### config.mk
export PLATFORM = sky130hd
export DESIGN_NAME = laplace_kernel_pipe
export DESIGN_NICKNAME = d
export VERILOG_FILES = /design/src/rtl/laplace_pkg.sv /design/src/rtl/full_adder.sv /design/src/rtl/ripple_adder.sv /design/src/rtl/laplace_kernel_pipe.sv
export SDC_FILE = /design/constraint.sdc
export NUM_CORES = 1
export LEC_CHECK = 0
export BUFFER_PORTS_ARGS = -buffer_cell sky130_fd_sc_hd__buf_2
export CAP_MARGIN = 20
export CELL_PAD_IN_SITES_DETAIL_PLACEMENT = 1
export CELL_PAD_IN_SITES_GLOBAL_PLACEMENT = 1
export CORE_UTILIZATION = 35
export CTS_CLUSTER_DIAMETER = 100
export DETAILED_ROUTE_END_ITERATION = 8
export GPL_ROUTABILITY_DRIVEN = 0
export PLACE_DENSITY = 0.7
export RECOVER_POWER = 50
export SLEW_MARGIN = 10
export SYNTH_ARGS = -nofsm -noshare
export SYNTH_HDL_FRONTEND = slang
export SYNTH_SLANG_ARGS = --single-unit
### constraint.sdc
create_clock -name clk -period 5.3 [get_ports clk]
set_input_delay 1.06 -clock clk [delete_from_list [all_inputs] [get_ports clk]]
set_output_delay 1.06 -clock clk [all_outputs]
set_load 0.005 [all_outputs]
### src/rtl/laplace_pkg.sv
// Shared constants and types for the Laplacian kernel pipeline.
package laplace_pkg;

  localparam int unsigned PIX_W_DEF = 8;
  localparam int unsigned OUT_W_DEF = PIX_W_DEF + 3;
  localparam int unsigned PIX_MAX   = (1 << PIX_W_DEF) - 1;

  typedef logic        [PIX_W_DEF-1:0] pix_t;
  typedef logic signed [OUT_W_DEF-1:0] res_t;

endpackage

### src/rtl/full_adder.sv
// Single-bit full-adder cell used to build every ripple adder.
module full_adder (
  input  logic a_i,
  input  logic b_i,
  input  logic ci_i,
  output logic s_o,
  output logic co_o
);

  // Sum and carry of three input bits
  always_comb begin
    s_o  = a_i ^ b_i ^ ci_i;
    co_o = (a_i & b_i) | (ci_i & (a_i ^ b_i));
  end

endmodule

### src/rtl/ripple_adder.sv
// W-bit ripple-carry adder: {cout_o, sum_o} = a_i + b_i + cin_i.
module ripple_adder #(
  parameter int unsigned W = 8
) (
  input  logic [W-1:0] a_i,
  input  logic [W-1:0] b_i,
  input  logic         cin_i,
  output logic [W-1:0] sum_o,
  output logic         cout_o
);

  logic [W:0] carry;

  assign carry[0] = cin_i;
  assign cout_o   = carry[W];

  // Carry chain of full-adder cells, LSB first
  for (genvar i = 0; i < W; i++) begin : g_bit
    full_adder u_fa (
      .a_i  (a_i[i]),
      .b_i  (b_i[i]),
      .ci_i (carry[i]),
      .s_o  (sum_o[i]),
      .co_o (carry[i+1])
    );
  end

endmodule

### src/rtl/laplace_kernel_pipe.sv
// Two-stage 4-neighbour Laplacian: out = 4*C - (N+S+E+W), valid/ready on both sides.
// Optional clamp to 0..2^PIX_W-1 when LAPLACE_SAT_EN is defined.
module laplace_kernel_pipe
  import laplace_pkg::*;
#(
  parameter int unsigned PIX_W = PIX_W_DEF,
  parameter int unsigned OUT_W = PIX_W + 3
) (
  input  logic             clk,
  input  logic             rst_n,
  input  logic             in_valid,
  output logic             in_ready,
  input  logic [PIX_W-1:0] in_c,
  input  logic [PIX_W-1:0] in_n,
  input  logic [PIX_W-1:0] in_s,
  input  logic [PIX_W-1:0] in_e,
  input  logic [PIX_W-1:0] in_w,
  input  logic             in_last,
  output logic             out_valid,
  input  logic             out_ready,
  output logic [OUT_W-1:0] out_pix,
  output logic             out_last
);

  localparam int unsigned NS_W  = PIX_W + 1;
  localparam int unsigned C4_W  = PIX_W + 2;
  localparam int unsigned RES_W = PIX_W + 3;

  // Stage 1 state
  logic            s1_valid_q;
  logic            s1_last_q;
  logic [NS_W-1:0] ns_q, ew_q;
  logic [C4_W-1:0] c4_q;

  // Stage 2 state
  logic             s2_valid_q;
  logic             out_last_q;
  logic [OUT_W-1:0] out_pix_q;

  // Next-state values
  logic [NS_W-1:0]  ns_d, ew_d;
  logic [C4_W-1:0]  c4_d;
  logic [OUT_W-1:0] out_pix_d;

  logic adv1, adv2;

  // Pipeline advance: a stage moves when it is empty or the next one moves
  assign adv2      = !s2_valid_q || out_ready;
  assign adv1      = !s1_valid_q || adv2;
  assign in_ready  = adv1;
  assign out_valid = s2_valid_q;
  assign out_pix   = out_pix_q;
  assign out_last  = out_last_q;

  // Stage 1 arithmetic: vertical and horizontal neighbour pairs
  logic [PIX_W-1:0] ns_sum, ew_sum;
  logic             ns_co, ew_co;

  ripple_adder #(.W(PIX_W)) u_ns (
    .a_i    (in_n),
    .b_i    (in_s),
    .cin_i  (1'b0),
    .sum_o  (ns_sum),
    .cout_o (ns_co)
  );

  ripple_adder #(.W(PIX_W)) u_ew (
    .a_i    (in_e),
    .b_i    (in_w),
    .cin_i  (1'b0),
    .sum_o  (ew_sum),
    .cout_o (ew_co)
  );

  assign ns_d = {ns_co, ns_sum};
  assign ew_d = {ew_co, ew_sum};
  assign c4_d = {in_c, 2'b00};

  // Stage 2 arithmetic: total neighbour sum, then c4 + ~nbr + 1
  logic [NS_W-1:0] nbr_sum;
  logic            nbr_co;
  logic [C4_W-1:0] nbr;
  logic [C4_W-1:0] sub_sum;
  logic            sub_co;

  ripple_adder #(.W(NS_W)) u_nbr (
    .a_i    (ns_q),
    .b_i    (ew_q),
    .cin_i  (1'b0),
    .sum_o  (nbr_sum),
    .cout_o (nbr_co)
  );

  assign nbr = {nbr_co, nbr_sum};

  ripple_adder #(.W(C4_W)) u_sub (
    .a_i    (c4_q),
    .b_i    (~nbr),
    .cin_i  (1'b1),
    .sum_o  (sub_sum),
    .cout_o (sub_co)
  );

`ifdef LAPLACE_SAT_EN
  localparam logic [C4_W-1:0] PIX_MAX_L = C4_W'((1 << PIX_W) - 1);

  logic [PIX_W-1:0] sat_val;

  // Clamp: a missing carry out of the subtract means the result is negative
  always_comb begin
    sat_val = sub_sum[PIX_W-1:0];
    if (!sub_co) begin
      sat_val = '0;
    end else if (sub_sum > PIX_MAX_L) begin
      sat_val = PIX_MAX_L[PIX_W-1:0];
    end
    out_pix_d = OUT_W'(sat_val);
  end
`else
  logic [RES_W-1:0] res;

  // Borrow-free subtract: carry out set means c4 >= nbr, so the sign is its inverse
  assign res = {~sub_co, sub_sum};

  // Raw signed result, sign-extended to the output width
  always_comb begin
    out_pix_d = OUT_W'($signed(res));
  end
`endif

  // Stage 1 registers: load on advance, data only with a valid beat
  always_ff @(posedge clk or negedge rst_n) begin
    if (!rst_n) begin
      s1_valid_q <= 1'b0;
      s1_last_q  <= 1'b0;
      ns_q       <= '0;
      ew_q       <= '0;
      c4_q       <= '0;
    end else if (adv1) begin
      s1_valid_q <= in_valid;
      if (in_valid) begin
        s1_last_q <= in_last;
        ns_q      <= ns_d;
        ew_q      <= ew_d;
        c4_q      <= c4_d;
      end
    end
  end

  // Stage 2 registers: result held stable while downstream stalls
  always_ff @(posedge clk or negedge rst_n) begin
    if (!rst_n) begin
      s2_valid_q <= 1'b0;
      out_last_q <= 1'b0;
      out_pix_q  <= '0;
    end else if (adv2) begin
      s2_valid_q <= s1_valid_q;
      if (s1_valid_q) begin
        out_last_q <= s1_last_q;
        out_pix_q  <= out_pix_d;
      end
    end
  end

endmodule

### After elaboration in Yosys (flattened, before gate mapping)

Index checks and enable logic that the tools add are counted.

| cells by class | value |
|---|---|
| bitwise logic cells | 161 |
| reductions and logical operators | 6 |

Operators by type and width:

| cell | number |
|---|---|
| $and 1x1->1 | 64 |
| $xor 1x1->1 | 64 |
| $or 1x1->1 | 30 |
| $not 10->10 | 1 |
| $reduce_and 2->1 | 2 |
| $logic_not 1->1 | 2 |
| $logic_or 1x1->1 | 2 |
| $not 1->1 | 2 |

| word-level totals | value |
|---|---|
| register bits after elaboration | 41 |
| input port bits | 45 |
| output and inout bits | 14 |
| word-level logic and storage cells | 175 |

### Logic depth before layout (Yosys ltp)

| depth | value |
|---|---|
| depth in word-level cells | 36 |
| mapped depth | 17 |
| mapped depth without buffers | 17 |

### By module

From an unflattened synthesis, not the netlist that was laid out.

| second synthesis, totals | value |
|---|---|
| cells, all modules | 137 |
| area, all modules | 2,403.6 sq um |

By module, submodules not included:

| module | instances | cells an instance | area each (sq um) | seq. area each (sq um) |
|---|---|---|---|---|
| laplace_kernel_pipe | 1 | 102 | 1,702.9 | 1,026.0 |
| full_adder | 35 | 1 | 20.0 | 0.0 |

### Worst setup path before layout

OpenSTA, ideal clock, no wires.

| path | value |
|---|---|
| path kind | register -> register |
| from | register ns_q[0] |
| to | register out_pix_q[9] (netlist: out_pix[9]) |
| setup time | 0.125 ns |
| arrival | 5.224 ns |
| required time | 5.175 ns |
| path slack | -0.048 ns |
| stages on the path, launching flop included | 16 |
| path buffers | 0 |
| period minus slack after synthesis | 5.348 ns |
| cells stage by stage | dfrtp_1 ha_1 fa_1 fa_1 fa_1 fa_1 fa_1 fa_1 fa_1 inv_1 fa_1 inv_1 fa_1 inv_1 fa_1 mux2_2 |

| between the ends | value |
|---|---|
| cells in the longest elaborated chain, start to end | 21 |
| elaborated cells on any way between the ends | 58 |
| classes of those cells | bitwise (58) |

Ends and longest elaborated chain:

| item | RTL line | RTL |
|---|---|---|
| from (decl) | laplace_kernel_pipe.sv:32 | `logic [NS_W-1:0] ns_q, ew_q;` |
| from (signal assigned) | laplace_kernel_pipe.sv:143 | `ns_q <= ns_d;` |
| $and 1x1->1 (2 in series) | full_adder.sv:13 | `co_o = (a_i & b_i) \| (ci_i & (a_i ^ b_i));` |
| $or 1x1->1 | full_adder.sv:13 |  |
| $xor 1x1->1 / $and 1x1->1 (equally long branches) | full_adder.sv:12, full_adder.sv:13 |  |
| $not 10->10 (*) | laplace_kernel_pipe.sv:98 | `.b_i (~nbr),` |
| $xor 1x1->1, or another cell as far along | full_adder.sv:13 |  |
| $and 1x1->1, or another cell as far along | full_adder.sv:13 |  |
| $or 1x1->1, or another cell as far along | full_adder.sv:13 |  |
| $and 1x1->1, or another cell as far along | full_adder.sv:13 |  |
| [5 not listed] | - |  |
| $and 1x1->1, or another cell as far along | full_adder.sv:13 |  |
| $or 1x1->1, or another cell as far along | full_adder.sv:13 |  |
| $and 1x1->1 / $not 10->10 (equally long branches) | full_adder.sv:13, laplace_kernel_pipe.sv:98 |  |
| $or 1x1->1 / $xor 1x1->1 (equally long branches) | full_adder.sv:13 |  |
| $and 1x1->1 | full_adder.sv:13 |  |
| $or 1x1->1 | full_adder.sv:13 |  |
| $xor 1x1->1 (*) | full_adder.sv:12 | `s_o = a_i ^ b_i ^ ci_i;` |
| net out_pix_d[9] | laplace_kernel_pipe.sv:43 | `logic [OUT_W-1:0] out_pix_d;` |
| to (signal assigned) | laplace_kernel_pipe.sv:160 | `out_pix_q <= out_pix_d;` |
| to (decl) | laplace_kernel_pipe.sv:38 | `logic [OUT_W-1:0] out_pix_q;` |

Mark *: on every way through the listed nets, which the timed path passes. The rest lies on a longest branch.
A chain may end at the register's enable or synchronous reset.

### Worst setup path in the final report

Same ends and word-level chain as after synthesis.

==> flow_metrics.tcl <==
set metrics [dict create \
    clock_latency_ps 290 \
    drt-pass1-iter-count 6 \
    nets 310 \
    htreeDepth 2 \
    hp-class "reg -> reg" \
    met3WireLength_um 189 \
    dr_total_vias 1406 \
    wl_met2_um 2089 \
    power.leakage_uw 0.001431 \
    cts_inserted_buffers 5 \
    finalCritPeriodShare 0.9667 \
    drive_gt1_frac 0.4397 \
    layout_commonest_cell "buf_2" \
    timing.final.max_slew_violations 70 \
    cts_buffer_depth 2 \
    initialDrtViolationCount 48 \
    endpoint_kind "flip-flop" \
    grt_pass1_vias 1564 \
    initial_core_util 0.3689 \
    avgSynthCellArea_um2 14.18 \
    grtUsageTotal 0.1357 \
    core-area_mm2 0.006495 \
    violations "max-capacitance violations, max-slew violations" \
    syn_inst 169 \
    synth.top_cell.area_share 0.4282 \
    path_clk_slew_ps 80 \
    drt-wirelength-per-cell_um 13.99 \
    worstSetupStartpointType "flip-flop" \
    n_antenna_cell 0 \
    synth.cell_area_mm2 0.002396 \
    dieArea_mm2 0.007181 \
    yosysTopAreaCell "dfrtp_1" \
    clock_sinks 41 \
    finalSetupViolCount 0 \
    grt_pass1_wl_um 7403 \
    clock_skew_ps 4.918 \
    synth_fp_nets 248 \
    final_antenna_net_count 0 \
    fmax_mhz 195.2 \
    irDropWorstVdd_mv 0.1693 \
    tns_ps 0 \
    drv_cap 2 \
    synth_warnings 0 \
    maxUsedRoutingLayer "met4" \
    syn_to_final_growth_pct 19.11 \
    gr-total-overflow 0 \
    worstPathArrival_ps 5300 \
    critical_path.max_fanout 2 \
    rr_startpoint "ns_q[0]$_DFFE_PN0P_" \
    crit_path_start "ns_q[0]$_DFFE_PN0P_" \
    cts_hold_buf 0 \
    rows 29 \
    hold_viol 0 \
    outcome "finished with violations" \
    cp.required_ps 5480 \
    synth_cell_types 17 \
    period_needed_ps 5124 \
    met1_length_um 2009 \
    synth_seq_cells 41 \
    antenna_found_initial 0 \
    worst_slew_pin_slew_ps 2190 \
    powerDensity_mw_per_mm2 437.3 \
    hp-start "out_last$_DFFE_PN0P_" \
    portBuffers 58 \
    maxSlewHeadroom -0.4602 \
    place_hpwl_um 3400 \
    critPathKind "reg -> reg" \
    cts_tree "built" \
    final_cell_mix "buf_2, dfrtp_1, inv_1" \
    clockRootBuffer "clkbuf_8" \
    fp.dieH_um 84.74 \
    die_w_um 84.74 \
    drc 0 \
    vias_per_cell 4.550 \
    postLayoutCoreUtil 0.4394 \
    grt_max_degree 42 \
    synthTopCellsByArea "dfrtp_1, fa_1, mux2_4, inv_1, mux2_2" \
    num_io_pins 59 \
    yosysSeqAreaShare 0.4282 \
    routed_wl_um 4322 \
]
-- cell families after synthesis --
family	count (synthesis)	synth area share
simple gates	6	0.02246
flops	41	0.4282
mux	32	0.1692
compound gates	14	0.03029
fa+ha+maj	34	0.2715
buf+inv	42	0.07832
-- path summary, 6_finish.rpt --
check / depth (start not counted) / slack (ps) / to
max: 15 / 180 / out_pix[9]$_DFFE_PN0P_
min: 1 / 510 / out_last$_DFFE_PN0P_
max reg2reg: 15 / 180 / out_pix[9]$_DFFE_PN0P_
min reg2reg: 1 / 510 / out_last$_DFFE_PN0P_
max in group asynchronous: 1 / 2640 / out_pix[8]$_DFFE_PN0P_
min in group asynchronous: 1 / 1400 / ns_q[1]$_DFFE_PN0P_
-- power breakdown --
part / total, uW / switching (uW) / internal, uW
logic: 556 / 257 / 299
registers: 467 / 60.1 / 407
clock network: 225 / 107 / 118
-- synthesized netlist by cell type --
cell,n
nand2b_1,3
a31oi_1,2
buf_4,1
mux2_2,12
fa_1,30
buf_8,1
nand2_2,1
buf_6,2
mux2_4,14
dfrtp_1,41
nand3b_4,1
clkbuf_1,1
inv_1,37
ha_1,4
mux2i_1,6
and2_4,1
a21oi_1,12
-- routing by layer --
layer	up-vias	global-route usage
li1	648	-
met1	716	0.1829
met2	40	0.2173
met3	2	0.03441
met4	0	0.04160
met5	-	0
-- worst max-delay path, cell delays in order, from the launching register on --
cell	delay [ps]
dfrtp_1	390
ha_1	240
fa_2	430
fa_2	410
fa_2	390
fa_2	360
fa_2	400
fa_2	400
fa_1	550
inv_1	60
fa_1	400
inv_1	80
fa_1	160
inv_1	50
fa_1	440
mux2_2	260
-- registers in the layout (all words and copies together) (netlist names) --
name,count
out_pix,11
ew_q,9
ns_q,9
s1_last_q,1
out_last,1
out_valid,1
c4_q,8
s1_valid_q,1
-- metrics by stage --
step	setup WS, ps	total power, uW	instances	hold slack [ps]	area (um^2)
after floorplan	0.2496	845.8	169	476.6	2399
after global placement	-90.12	1016	301	481.9	2751
after detailed placement	-144.2	1037	301	491.3	2751
after CTS	10.15	1268	309	509.6	2860
after global routing	-22.85	1379	309	537.5	2854
final	176.4	1248	309	506.0	2854
-- cell type report --
cell class	count	area (um^2)
Fill cell	690	3641
Tap cell	77	96.34
Timing Repair Buffer	60	304.0
Clock inverter	1	5.005
Multi-Input combinational cell	86	1187
Sequential cell	41	1026
Inverter	37	138.9
Clock buffer	7	96.34
-- timing repair --
item	4_1_cts	5_1_grt
pin swaps	0	1
gates resized for setup	3	4
endpoints found under the setup margin	1	1
setup buffers	0	0
Power figures use the tool's default switching activity.
